[config.mk]
export PLATFORM = sky130hd
export DESIGN_NAME = instr_sequencer
export DESIGN_NICKNAME = d
export VERILOG_FILES = /design/src/rtl/instr_sequencer.sv
export SDC_FILE = /design/constraint.sdc
export NUM_CORES = 1
export LEC_CHECK = 0
export CELL_PAD_IN_SITES_DETAIL_PLACEMENT = 1
export CELL_PAD_IN_SITES_GLOBAL_PLACEMENT = 2
export CORE_MARGIN = 5
export CORE_UTILIZATION = 30
export DETAILED_ROUTE_END_ITERATION = 8
export GPL_TIMING_DRIVEN = 0
export PLACE_DENSITY = 0.82
export SYNTH_ARGS = -nofsm -noshare
export SYNTH_HDL_FRONTEND = slang
export SYNTH_SLANG_ARGS = --single-unit
export TNS_END_PERCENT = 1
[constraint.sdc]
create_clock -name clk -period 6.7 [get_ports clk]
set_input_delay 1.675 -clock clk [delete_from_list [all_inputs] [get_ports clk]]
set_output_delay 1.675 -clock clk [all_outputs]
set_load 0.005 [all_outputs]
[src/rtl/instr_sequencer.sv]
// instr_sequencer: multi-cycle control FSM for a single-issue MIPS-subset datapath.
// Walks FETCH -> DECODE -> EXEC -> (MEM) -> (WB) and emits per-cycle datapath
// enables. Memory waits are bounded by a timeout, HALT parks the machine until
// start, and a counter tracks retired instructions.
module instr_sequencer #(
    parameter int MEM_TIMEOUT = 16,
    parameter int CNT_W       = 32
) (
    input  logic             clk,
    input  logic             rst_n,
    input  logic             start,
    input  logic             halt_instr,
    input  logic [1:0]       pc_control,
    input  logic             mem_write,
    input  logic             mem_to_reg,
    input  logic             reg_write,
    input  logic             link,
    input  logic             imem_ack,
    input  logic             dmem_ack,
    output logic             imem_req,
    output logic             ir_we,
    output logic             alu_latch,
    output logic             dmem_req,
    output logic             dmem_we,
    output logic             rf_we,
    output logic             pc_we,
    output logic [1:0]       pc_sel,
    output logic             busy,
    output logic             halted,
    output logic             err,
    output logic [2:0]       state,
    output logic [CNT_W-1:0] retired
);

    typedef enum logic [2:0] {
        S_IDLE   = 3'd0,
        S_FETCH  = 3'd1,
        S_DECODE = 3'd2,
        S_EXEC   = 3'd3,
        S_MEM    = 3'd4,
        S_WB     = 3'd5,
        S_HALT   = 3'd6,
        S_ERR    = 3'd7
    } state_t;

    // Wide enough to hold MEM_TIMEOUT-1; a disabled timeout still gets one bit.
    localparam int WAIT_W = (MEM_TIMEOUT > 1) ? $clog2(MEM_TIMEOUT) : 1;
    localparam logic [WAIT_W-1:0] WAIT_LAST = WAIT_W'((MEM_TIMEOUT > 0) ? MEM_TIMEOUT - 1 : 0);
    localparam bit TIMEOUT_EN = (MEM_TIMEOUT != 0);

    state_t            state_q, state_d;
    logic [WAIT_W-1:0] wait_cnt;
    logic              retire;
    logic              waiting;
    logic              timeout_hit;

    // A request that has waited its last allowed cycle without ack gives up.
    assign timeout_hit = TIMEOUT_EN && (wait_cnt == WAIT_LAST);
    assign waiting     = ((state_q == S_FETCH) && !imem_ack) ||
                         ((state_q == S_MEM)   && !dmem_ack);

    assign state  = state_q;
    assign busy   = (state_q != S_IDLE) && (state_q != S_HALT) && (state_q != S_ERR);
    assign halted = (state_q == S_HALT);
    assign err    = (state_q == S_ERR);

    // Next-state and per-cycle strobes, decoded from the current state and inputs.
    always_comb begin
        // NOTE: every output gets a default before the case so no path leaves it unassigned (no latches).
        state_d   = state_q;
        imem_req  = 1'b0;
        ir_we     = 1'b0;
        alu_latch = 1'b0;
        dmem_req  = 1'b0;
        dmem_we   = 1'b0;
        rf_we     = 1'b0;
        pc_we     = 1'b0;
        pc_sel    = 2'd0;
        retire    = 1'b0;

        case (state_q)
            S_IDLE: begin
                if (start) state_d = S_FETCH;
            end
            S_FETCH: begin
                imem_req = 1'b1;
                if (imem_ack) begin
                    ir_we   = 1'b1;
                    state_d = S_DECODE;
                end else if (timeout_hit) begin
                    state_d = S_ERR;
                end
            end
            S_DECODE: begin
                if (halt_instr) begin
                    // Advance the PC past HALT so resume continues with the next instruction.
                    pc_we   = 1'b1;
                    state_d = S_HALT;
                end else begin
                    state_d = S_EXEC;
                end
            end
            S_EXEC: begin
                alu_latch = 1'b1;
                if (mem_write || mem_to_reg) begin
                    state_d = S_MEM;
                end else if (reg_write || link) begin
                    state_d = S_WB;
                end else begin
                    // Branch / jump completes here.
                    pc_we   = 1'b1;
                    pc_sel  = pc_control;
                    retire  = 1'b1;
                    state_d = S_FETCH;
                end
            end
            S_MEM: begin
                dmem_req = 1'b1;
                dmem_we  = mem_write;
                if (dmem_ack) begin
                    if (mem_to_reg) begin
                        state_d = S_WB;
                    end else begin
                        pc_we   = 1'b1;
                        pc_sel  = pc_control;
                        retire  = 1'b1;
                        state_d = S_FETCH;
                    end
                end else if (timeout_hit) begin
                    state_d = S_ERR;
                end
            end
            S_WB: begin
                rf_we   = 1'b1;
                pc_we   = 1'b1;
                pc_sel  = pc_control;
                retire  = 1'b1;
                state_d = S_FETCH;
            end
            S_HALT: begin
                if (start) state_d = S_FETCH;
            end
            S_ERR: begin
                state_d = S_ERR;
            end
            default: begin
                state_d = S_ERR;
            end
        endcase
    end

    // State, wait counter and retired counter; reset is synchronous.
    always_ff @(posedge clk) begin
        // NOTE: sequential state uses non-blocking assignments so all registers update from pre-edge values.
        if (!rst_n) begin
            state_q  <= S_IDLE;
            wait_cnt <= '0;
            retired  <= '0;
        end else begin
            state_q <= state_d;
            if ((state_d != state_q) && ((state_d == S_FETCH) || (state_d == S_MEM))) begin
                wait_cnt <= '0;
            end else if (waiting) begin
                wait_cnt <= wait_cnt + 1'b1;
            end
            if (retire) retired <= retired + 1'b1;
        end
    end

endmodule

# After elaboration in Yosys (flattened, before gate mapping)

Index checks and enable logic that the tools add are counted.

Register bits: 39
Logic and storage cells: 62

Add/subtract/negate cells: 2
Equal/unequal tests: 13
Mux-type cells: 28
Bitwise gates (word level): 1
Reductions and logical operators: 15

Operators by type and width:

| cell                  | number |
|---|---|
| $add 32x1->32 const B | 1 |
| $mux 3                | 8 |
| $pmux 3 s7            | 1 |
| $eq 3x3->1 const B    | 5 |
| $mux 1                | 12 |
| $mux 2                | 4 |
| $eq 3x1->1 const B    | 2 |
| $eq 3x2->1 const B    | 2 |
| $ne 3x3->1 const B    | 2 |
| $pmux 2 s3            | 1 |
| $logic_and 1x1->1     | 5 |
| $add 4x1->4 const B   | 1 |
| $eq 4x4->1 const B    | 1 |
| $logic_or 1x1->1      | 4 |
| $pmux 1 s4            | 1 |
| $reduce_or 2->1       | 2 |
| $logic_not 3->1       | 1 |
| $ne 3x3->1            | 1 |
| $pmux 1 s3            | 1 |
| $reduce_bool 3->1     | 1 |
| $logic_not 1->1       | 2 |
| $not 1->1             | 1 |

# Longest topological paths before layout

Depth after elaboration: 8
Gate-level depth with buffers: 9

# Worst setup path before layout

Ideal clock, no wire load.

Path kind: input-to-output
Start: in mem_write
End: out pc_sel[0]
Arrival: 2.921 ns
Data required time: 5.025 ns
Path slack: 2.104 ns
Cell stages on the path: 5
Path buffers: 1
Cell sequence: or4_4 nor3_4 or2_2 clkbuf_1 and2_1

Word-level cells in the longest chain between the ends: 3

RTL lines:

| element            | RTL line | text |
|---|---|---|
| start: declaration | 14       | `input logic mem_write,` |
| $logic_or 1x1->1   | 105      | `if (mem_write \|\| mem_to_reg) begin` |
| $mux 2             | 105      |  |
| $pmux 2 s3         | 81       | `case (state_q)` |
| end: declaration   | 27       | `output logic [1:0] pc_sel,` |

Every way passes these cells.

# Worst setup path after layout

Ends and elaborated chain as after synthesis.

==> impl_metrics.json <==
{
  "hold_start": "retired[6]",
  "instances_no_fill": 428,
  "drt_iter0_markers": 56,
  "synth_enable_flop_cells": 0,
  "tightest_slew_ns": 0.7078,
  "routedWlPerCell_um": 14.96,
  "whs_path_depth": 2,
  "timing.rr.start": "state[1]",
  "cts_setup_buffers": 0,
  "leakage_uw": 0.001134,
  "ios": 59,
  "yosys.area.top_type": "dfxtp_1",
  "timing_worst_setup_path_type": "in -> out",
  "drv_cap": 0,
  "htree_levels": 2,
  "cts.reportedPaths.clkPinSlew_ns": 0.08,
  "vias_per_cell": 4.909,
  "die_area_mm2": 0.009270,
  "wl_um": 6402,
  "path_max_fanout": 6,
  "grt.overflow.total": 0,
  "synth_ff_type": "dfxtp_1",
  "outcome": "completed",
  "antenna_found_initial": 0,
  "netlist_instances": 264,
  "cts_resized": 0,
  "end_kind": "primary output",
  "worstHoldEndpoint": "retired[6]",
  "start_kind": "input pin",
  "grt_start_max_net_pins": 14,
  "hold_buffers": 0,
  "skew_ns": 0.006599,
  "synthArstFlopShare_pct": 0,
  "drc": 0,
  "gp_congestion": 0.8446,
  "synth_cell_types": 46,
  "areaGrowthSynthToFinish_pct": 37.20,
  "hold_viol": 0,
  "drive_above_1_share_pct": 9.119,
  "grtUsageTotal_pct": 14.49,
  "cts_buffer_depth": 2,
  "netlist_area_mm2": 0.002233,
  "portBuffers": 57,
  "grt_first_pass_wirelength_um": 10710,
  "required_ns": 5.03,
  "start_util_pct": 30.79,
  "vias": 2101,
  "power_density_mw_per_mm2": 253.6,
  "die_y_um": 96.28,
  "cp.arrival_ns": 3.99,
  "setup_viol": 0,
  "cts_tree": "done",
  "coreArea_mm2": 0.007253,
  "clock_tree.root_cell": "clkbuf_8",
  "numCtsBuffers": 5,
  "netlist_top_cells_count": "dfxtp_1 (39), and2_1 (28), nand2_1 (20)",
  "dp_cells": 420,
  "rows": 31,
  "clock_latency_ns": 0.29,
  "antenna-diode-count": 0,
  "synth_top_area_share_pct": 34.96,
  "first_global_vias": 2168,
  "drtAntennaViolNets": 0,
  "dr.pass1.iters": 4,
  "post-route-period-util_pct": 84.52,
  "max_slew_margin_pct": 52.41,
  "cts.sinks": 39,
  "max-vdd-ir-drop_v": 0.0001061,
  "rr_worst_depth": 9,
  "setup_tns_ns": 0,
  "synth.area.top_cells": "dfxtp_1 (35%), and2_1 (7.8%), xor2_1 (6.3%), xnor2_1 (3.9%), nand2_1 (3.4%)",
  "ys_warn_count": 0,
  "reg2reg_slack_ns": 3.73,
  "ys_seq_area_share_pct": 34.96,
  "synth_area_per_cell_um2": 8.460,
  "hpwl_um": 4837,
  "rsz0062_at_grt": "no",
  "clock.fmax_mhz": 176.6,
  "nets": 344,
  "min_path_type": "reg -> reg",
  "period_needed_ns": 5.663,
  "rr_endpoint": "wait_cnt[0]",
  "yosys_register_bits": 39,
  "syn_nets": 280,
  "finalMaxSlewViolations": 0,
  "die_w_um": 96.28,
  "yosysMostFrequentCell": "dfxtp_1"
}
==> through the flow <==
| step | util [%] | total power, uW | setup WS (ns) | hold WS [ns] | instance area (um2) |
|---|---|---|---|---|---|
| floorplan | - | 436.2 | 2.104 | 0.4854 | 2233 |
| CTS | 42.25 | 785.2 | 1.005 | 0.5119 | 3064 |
| global route | 42.25 | 823.1 | 0.8980 | 0.5465 | 3064 |
| finish | 42.25 | 777.2 | 1.037 | 0.5020 | 3064 |
| global placement | 40.37 | 544.8 | 1.023 | 0.4882 | 2928 |
| detailed placement | 40.37 | 550.2 | 1.014 | 0.5000 | 2928 |
==> worst max path at each step <==
| stage | endpoint | depth (start not counted) | slack (ns) | from |
|---|---|---|---|---|
| finish | pc_sel[0] | 7 | 1.04 | mem_write |
| global route | pc_sel[0] | 7 | 0.90 | mem_to_reg |
| CTS | pc_sel[0] | 7 | 1.01 | mem_write |
| detailed placement | pc_sel[0] | 7 | 1.01 | mem_write |
| global placement | pc_sel[1] | 7 | 1.02 | mem_write |
| floorplan | pc_sel[0] | 5 | 2.10 | mem_write |
==> cell type report <==
class / instances / area, um2
inverter: 12 / 45.04
fill: 884 / 4189
timing repair buffer: 57 / 570.5
sequential: 39 / 780.7
clock buffer: 5 / 68.82
clock inverter: 3 / 67.56
multi-input combinational: 202 / 1349
tap: 99 / 123.9
buffer: 11 / 58.81
==> worst max-delay path, cell delays in order <==
cell             delay [ns]
clkdlybuf4s50_1        0.44
or4_4                  0.59
nor3_4                 0.21
or2_2                  0.15
clkbuf_1               0.24
and2_1                 0.18
clkdlybuf4s50_1        0.50
==> routing by layer <==
layer  vias to the layer above  global-route usage (%)  wire [um]
met5                         -                       0          0
met4                         0                   3.910         59
met3                         7                   2.971        293
met2                        49                   25.53       3076
met1                      1010                   17.75       2972
li1                       1035                       -          -
==> cells by family (layout without fill, tap and decap cells) <==
kind of cell	after synthesis	after routing	share of synthesized area, %
compound gates	44	44	13.45
simple gates	126	126	33.56
mux	2	2	0.9524
fa+ha+maj	4	4	2.241
flops	39	39	34.96
xor+xnor	26	26	10.20
buf+inv	23	88	4.650
==> sequential cells by signal (all words and copies together) (netlist names) <==
register and count:
retired 32, state 3, wait_cnt 4
==> placed cells by master, fill, tap and decap left out, types with 4 or more instances in the layout <==
master / synthesis / layout
clkbuf_8: 0 / 5
nand2_1: 20 / 20
a21boi_1: 6 / 6
nor3_2: 6 / 6
xnor2_1: 10 / 10
dfxtp_1: 39 / 39
nor2_1: 7 / 7
clkbuf_1: 7 / 7
inv_1: 10 / 10
clkdlybuf4s50_1: 0 / 57
o21ai_0: 10 / 10
and2_1: 28 / 28
nand4_1: 6 / 6
ha_1: 4 / 4
nand3_1: 8 / 8
xor2_1: 16 / 16
or3_1: 10 / 10
and3_1: 6 / 6
nor3_1: 14 / 14
a21oi_1: 12 / 12
nor2b_1: 7 / 7
==> power breakdown <==
group          switching, uW  total (uW)  internal [uW]
clock                   86.0         235            149
sequential              20.9         263            242
combinational            149         279            130
(Power assumes the default switching activity.)
